## config.mk

```make
export PLATFORM = sky130hd
export DESIGN_NAME = accel_bus_port
export DESIGN_NICKNAME = d
export VERILOG_FILES = /design/src/rtl/accel_bus_port.sv
export SDC_FILE = /design/constraint.sdc
export NUM_CORES = 1
export LEC_CHECK = 0
export CORE_ASPECT_RATIO = 0.6
export CORE_UTILIZATION = 45
export CTS_CLUSTER_SIZE = 40
export DETAILED_ROUTE_END_ITERATION = 8
export DONT_BUFFER_PORTS = 1
export GPL_TIMING_DRIVEN = 0
export PLACE_DENSITY = 0.69
export SYNTH_ARGS = -nofsm -noshare
export SYNTH_HDL_FRONTEND = slang
export SYNTH_SLANG_ARGS = --single-unit
```

## constraint.sdc

```tcl
create_clock -name clk -period 3.34 [get_ports clk]
set_clock_uncertainty 0.05 [all_clocks]
set_input_delay 0.668 -clock clk [delete_from_list [all_inputs] [get_ports clk]]
set_output_delay 0.668 -clock clk [all_outputs]
set_load 0.02 [all_outputs]
```

## src/rtl/accel_bus_port.sv

```systemverilog
// Accelerator-side responder for the CPU<->accelerator bus.
// The CPU writes command and payload words. Payload words are buffered in an
// input FIFO and streamed to the core over a valid/ready handshake. Results
// from the core are queued in an output FIFO and read back on bus_rdata.
//
// state | meaning
// IDLE  | accepting command words
// LOAD  | bus writes are payload words, counted down by the length field
// RUN   | core running; collecting results until core_done
module accel_bus_port #(
    parameter int DATA_W     = 16,
    parameter int FIFO_DEPTH = 8,
    parameter int LEN_W      = 12
) (
    input  logic              clk,
    input  logic              rst_n,
    input  logic              bus_wr_en,
    input  logic [DATA_W-1:0] bus_wdata,
    input  logic              bus_rd_en,
    output logic [DATA_W-1:0] bus_rdata,
    output logic              bus_rvalid,
    output logic              bus_busy,
    output logic [DATA_W-1:0] core_wdata,
    output logic              core_wvalid,
    input  logic              core_wready,
    output logic              core_start,
    input  logic [DATA_W-1:0] core_rdata,
    input  logic              core_rvalid,
    input  logic              core_done
);

    localparam int AW = $clog2(FIFO_DEPTH);
    localparam int CW = AW + 1;

    localparam logic [3:0] OP_LOAD  = 4'd1;
    localparam logic [3:0] OP_START = 4'd2;
    localparam logic [3:0] OP_CLEAR = 4'd3;

    typedef enum logic [1:0] {
        ST_IDLE = 2'd0,
        ST_LOAD = 2'd1,
        ST_RUN  = 2'd2
    } state_t;

    state_t            state_q, state_d;
    logic              err_q, err_d;
    logic              start_q, start_d;
    logic [LEN_W-1:0]  len_q, len_d;

    logic [DATA_W-1:0] in_mem  [FIFO_DEPTH];
    logic [DATA_W-1:0] out_mem [FIFO_DEPTH];
    logic [AW-1:0]     in_wptr_q, in_wptr_d, in_rptr_q, in_rptr_d;
    logic [AW-1:0]     out_wptr_q, out_wptr_d, out_rptr_q, out_rptr_d;
    logic [CW-1:0]     in_cnt_q, in_cnt_d, out_cnt_q, out_cnt_d;

    logic [3:0]        cmd_op;
    logic [LEN_W-1:0]  cmd_len;
    logic              in_push_req, in_push, in_pop;
    logic              out_push_req, out_push, out_pop;
    logic              flush, overflow;
    logic [7:0]        in_cnt8;
    logic [15:0]       status;

    assign cmd_op  = bus_wdata[DATA_W-1 -: 4];
    assign cmd_len = bus_wdata[LEN_W-1:0];

    // A pop in the same cycle frees a slot, so a full FIFO can still accept.
    assign in_pop       = (in_cnt_q != '0) && core_wready;
    assign in_push_req  = bus_wr_en && (state_q == ST_LOAD);
    assign in_push      = in_push_req && ((in_cnt_q < CW'(FIFO_DEPTH)) || in_pop);
    assign out_pop      = bus_rd_en && (out_cnt_q != '0);
    assign out_push_req = core_rvalid;
    assign out_push     = out_push_req && ((out_cnt_q < CW'(FIFO_DEPTH)) || out_pop);
    assign overflow     = (in_push_req && !in_push) || (out_push_req && !out_push);

    // CLEAR in IDLE and the abort in RUN use the same opcode.
    assign flush = bus_wr_en && (cmd_op == OP_CLEAR) &&
                   ((state_q == ST_IDLE) || (state_q == ST_RUN));

    assign in_cnt8 = 8'(in_cnt_q);
    assign status  = {1'b1, state_q, err_q, 4'b0000, in_cnt8};

    assign bus_rvalid  = (out_cnt_q != '0);
    assign bus_rdata   = bus_rvalid ? out_mem[out_rptr_q] : DATA_W'(status);
    assign bus_busy    = (state_q != ST_IDLE);
    assign core_wvalid = (in_cnt_q != '0);
    assign core_wdata  = in_mem[in_rptr_q];
    assign core_start  = start_q;

    // Next-state for the sequencing FSM and error flag.
    always_comb begin
        state_d = state_q;
        err_d   = err_q;
        start_d = 1'b0;
        len_d   = len_q;
        if (overflow) err_d = 1'b1;
        case (state_q)
            ST_IDLE: begin
                if (bus_wr_en) begin
                    case (cmd_op)
                        OP_LOAD: begin
                            if (cmd_len != '0) begin
                                state_d = ST_LOAD;
                                len_d   = cmd_len;
                            end
                        end
                        OP_START: begin
                            start_d = 1'b1;
                            state_d = ST_RUN;
                        end
                        OP_CLEAR: err_d = 1'b0;
                        default:  err_d = 1'b1;
                    endcase
                end
            end
            ST_LOAD: begin
                // Dropped words still count against the length.
                if (bus_wr_en) begin
                    len_d = len_q - LEN_W'(1);
                    if (len_q == LEN_W'(1)) state_d = ST_IDLE;
                end
            end
            ST_RUN: begin
                if (core_done) state_d = ST_IDLE;
                if (bus_wr_en) begin
                    if (cmd_op == OP_CLEAR) begin
                        err_d   = 1'b0;
                        state_d = ST_IDLE;
                    end else begin
                        err_d = 1'b1;
                    end
                end
            end
            default: state_d = ST_IDLE;
        endcase
    end

    // Next-state for FIFO pointers and occupancy counts.
    always_comb begin
        in_wptr_d  = in_wptr_q + AW'(in_push);
        in_rptr_d  = in_rptr_q + AW'(in_pop);
        in_cnt_d   = in_cnt_q + CW'(in_push) - CW'(in_pop);
        out_wptr_d = out_wptr_q + AW'(out_push);
        out_rptr_d = out_rptr_q + AW'(out_pop);
        out_cnt_d  = out_cnt_q + CW'(out_push) - CW'(out_pop);
        if (flush) begin
            in_wptr_d  = '0;
            in_rptr_d  = '0;
            in_cnt_d   = '0;
            out_wptr_d = '0;
            out_rptr_d = '0;
            out_cnt_d  = '0;
        end
    end

    // Control and pointer registers with synchronous active-low reset.
    always_ff @(posedge clk) begin
        if (!rst_n) begin
            state_q    <= ST_IDLE;
            err_q      <= 1'b0;
            start_q    <= 1'b0;
            len_q      <= '0;
            in_wptr_q  <= '0;
            in_rptr_q  <= '0;
            in_cnt_q   <= '0;
            out_wptr_q <= '0;
            out_rptr_q <= '0;
            out_cnt_q  <= '0;
        end else begin
            state_q    <= state_d;
            err_q      <= err_d;
            start_q    <= start_d;
            len_q      <= len_d;
            in_wptr_q  <= in_wptr_d;
            in_rptr_q  <= in_rptr_d;
            in_cnt_q   <= in_cnt_d;
            out_wptr_q <= out_wptr_d;
            out_rptr_q <= out_rptr_d;
            out_cnt_q  <= out_cnt_d;
        end
    end

    // FIFO storage; contents are don't-care until covered by the count.
    always_ff @(posedge clk) begin
        if (in_push && !flush) in_mem[in_wptr_q] <= bus_wdata;
        if (out_push && !flush) out_mem[out_wptr_q] <= core_rdata;
    end

endmodule

```

==> results.py <==
metrics = {
    "sta": {
        "final_setup_slack_of_the_worst_path_ns": 0.0786,
        "post-route-min-period_ns": 3.26,
        "fin_hold_ws_ns": 0.140,
        "maxSlewHeadroom_pct": 33.6,
        "transition_at_the_pin_with_the_smallest_max_transition_slack_ns": 0.994,
        "timing.final.max_slew_violations": 0,
        "fin_crit_sh_pct": 97.6,
        "report.final.hold_viol_count": 0,
        "achievable-frequency_mhz": 307,
        "setup_violations": 0,
        "grt_setup_unrepaired": "no",
        "totalNegativeSetupSlack_ns": 0,
    },
    "die": {
        "std_cell_rows": 45,
        "core_area_um2": 25600,
        "die_height_um": 128,
        "die_x_um": 212,
        "starting_density_of_the_core_pct": 46.4,
        "io-pin-count": 75,
        "die_area_um2": 27000,
    },
    "synthesis": {
        "synthCells": 661,
        "mean_instance_size_in_the_synthesized_netlist_um2": 17.9,
        "synth.net_count": 722,
        "number_of_flops_mapped_to_enable_cells_by_yosys": 256,
        "syn_area_um2": 11900,
        "post_synth_num_cell_types": 52,
        "synth_sequential_area_ratio_pct": 70.9,
        "synth-seq-cells": 292,
        "synth_flop_type": "edfxtp_1",
        "ys.warnings.count": 0,
        "synth_async_reset_ratio_pct": 0,
    },
    "placement": {
        "detailedPlace.worstSlack_ns": 0.194,
        "io_buffer_count": 0,
        "placed_cells_incl_taps": 1029,
        "hpwl_um": 17600,
        "placed_area_um2": 12600,
        "gp_congestion": 0.818,
    },
    "worst_setup_path": {
        "critical-path-max-stage-delay_ns": 0.57,
        "crit_path_cell_trace": "clkbuf_1, mux4_2, mux2i_1, o21ai_1",
        "critical_path.max_fanout": 10,
        "critPathSlowestCell": "clkbuf_1",
        "crit_buf_inv": 1,
        "criticalPathCategory": "reg2out",
        "worst_r2r_startpoint": "state_q[0]$_SDFFE_PN0P_",
        "delay_heaviest_family_cp": "buffers and inverters",
        "crit_arrival_ns": 2.54,
        "worstSetupStartpointType": "flip-flop",
        "cp-startpoint": "out_rptr_q[1]$_SDFF_PP0_",
        "setup.worst_path.end_class": "primary output",
        "required_ns": 2.62,
    },
    "cts": {
        "cts.hold.buffers_added": 0,
        "cts-buffers-inserted": 27,
        "root_buffer": "clkbuf_16",
        "worstSkewPairLatency_ns": 0.55,
        "tritoncts": "done",
        "worst_setup_hold_path_clk_slew_ns": 0.06,
        "ctsHtreeMaxLevel": 1,
        "cts_max_path_buffers": 3,
        "clk_sinks": 292,
    },
    "detailed_routing": {
        "wl_um": 25500,
        "num_vias": 6235,
        "detail_route.wl_per_cell_um": 23.7,
        "drt-initial-drc-count": 550,
        "drt.antenna.violating_nets": 0,
        "drtPass1Iterations": 5,
        "drc": 0,
        "post_drt_via_cell_ratio": 5.78,
    },
    "cells_and_area": {
        "layout.cells.most_common": "edfxtp_1",
        "area_delta_synth_final_pct": 14.0,
        "ff_latch_area_um2": 8410,
        "utilization_pct": 52.9,
        "diodes": 0,
        "final_cell_mix": "edfxtp_1 (256), mux4_2 (64), nor2_1 (36), dfxtp_1 (36), clkbuf_16 (27)",
        "layout.cell_area.non_filler_um2": 13500,
        "num-fill-cells": 2002,
        "layout-drive-gt1-share_pct": 23.6,
        "final-instance-count-excl-fill": 1078,
        "multi_input_area_um2": 3280,
        "finalNetCount": 767,
    },
    "global_routing": {
        "grt-ovfl-total": 0,
        "grt_pass1_wl_um": 39400,
        "pin_count_of_the_biggest_net_entering_global_routing": 16,
        "antenna_found_initial": 0,
        "grt.total_usage_pct": 19.7,
        "grt_pass1_vias": 6460,
    },
    "pwr": {
        "power.density_cell_area_nw_per_um2": 695,
        "power_frac_clock_pct": 32.9,
        "total_leakage_power_nw": 4.35,
        "worst_ir_drop_vdd_mv": 0.534,
        "power.switching_fraction_pct": 27.8,
        "net-switching-power_mw": 2.62,
        "power_frac_comb_pct": 22.4,
        "post-layout-total-power_mw": 9.41,
        "cell_internal_pwr_mw": 6.79,
        "sequentialPowerShare_pct": 44.7,
    },
    "hold_path": {
        "min_from": "bus_wdata[12]",
        "hold_class": "in2reg",
    },
    "flow_run": {
        "max_capacitance_violation_total": 0,
    },
    "status": {
        "outcome": "finished, final reports clean",
    },
}
-- worst paths after layout --
path,to,slack (ns),cells past startpoint
worst max-delay path,bus_rdata[13],0.08,4
worst min register to register,len_q[10]$_SDFFE_PN0P_,0.46,2
worst min-delay path,core_start$_SDFF_PN0_,0.14,1
worst max register to register,in_mem[0][8]$_DFFE_PP_,0.21,6
-- state kept, by name, summed over array words and instances, names as in the netlist --
register / flops
core_start: 1
err_q: 1
in_cnt_q: 4
in_mem: 128
in_rptr_q: 3
in_wptr_q: 3
len_q: 12
out_cnt_q: 4
out_mem: 128
out_rptr_q: 3
out_wptr_q: 3
state_q: 2
-- layout make-up --
cell class	instances	area share [%]
plain buffers	34	1.11
inverters	23	0.638
flip-flops and latches	292	62.1
repair buffers	16	2.01
clock inverters	18	1.49
multi-input cells	312	24.2
well taps	352	3.26
clock buffers	31	5.10
-- metal layers --
| layer | global-route usage, % | routed length, um | vias up |
|---|---|---|---|
| met5 | 0 | 0 | - |
| met4 | 4.26 | 375 | 0 |
| met3 | 3.58 | 1700 | 26 |
| met2 | 31.0 | 11900 | 198 |
| met1 | 28.8 | 11600 | 3270 |
| li1 | - | - | 2741 |
-- cell families (layout without fill, tap and decap cells) --
logic type | Yosys count | count (layout) | synth area share, %
simple gates | 126 | 126 | 5.51
mux | 96 | 96 | 15.0
flops | 292 | 292 | 70.9
fa+ha+maj | 22 | 22 | 2.45
xor+xnor | 9 | 9 | 0.665
compound gates | 59 | 59 | 3.55
buf+inv | 57 | 122 | 1.93
-- timing repair --
action	in CTS	in global routing
endpoints found under the hold margin	0	0
setup buffers	0	0
endpoints found under the setup margin	15	19
gates resized for setup	9	3
-- synthesized netlist by cell type (3+ instances only) --
cell        n  area, um2
mux4_2     64       1440
clkbuf_1   21       78.8
nor2_1     48        180
a31oi_1     3       18.8
and3_1     13       81.3
nand2_1    17       63.8
nor3_1      9       45.0
a21oi_1     9       45.0
mux2_2     16        180
nand3_1     3       15.0
buf_2      11       55.1
ha_1       20        250
o311ai_0    9       78.8
dfxtp_1    36        721
nor3b_1     5       37.5
xnor2_1     7       61.3
o21ai_0    10       50.1
mux2i_1    16        160
a21o_1      3       22.5
inv_1      23       86.3
o31ai_1    10       75.1
nand2b_1    5       31.3
nor4_1      6       37.5
nand4_1     4       25.0
edfxtp_1  256       7690
-- power by group through the flow --
stage / Sequential [mW] / Clock, mW / Combinational (mW)
6_report: 4.20 / 3.10 / 2.11
5_1_grt: 4.21 / 3.27 / 2.28
3_3_place_gp: 4.27 / 0 / 2.02
3_5_place_dp: 4.28 / 0 / 2.10
4_1_cts: 4.20 / 3.14 / 2.14
2_1_floorplan: 4.25 / 0 / 1.63
Power figures use the tool's default switching activity.
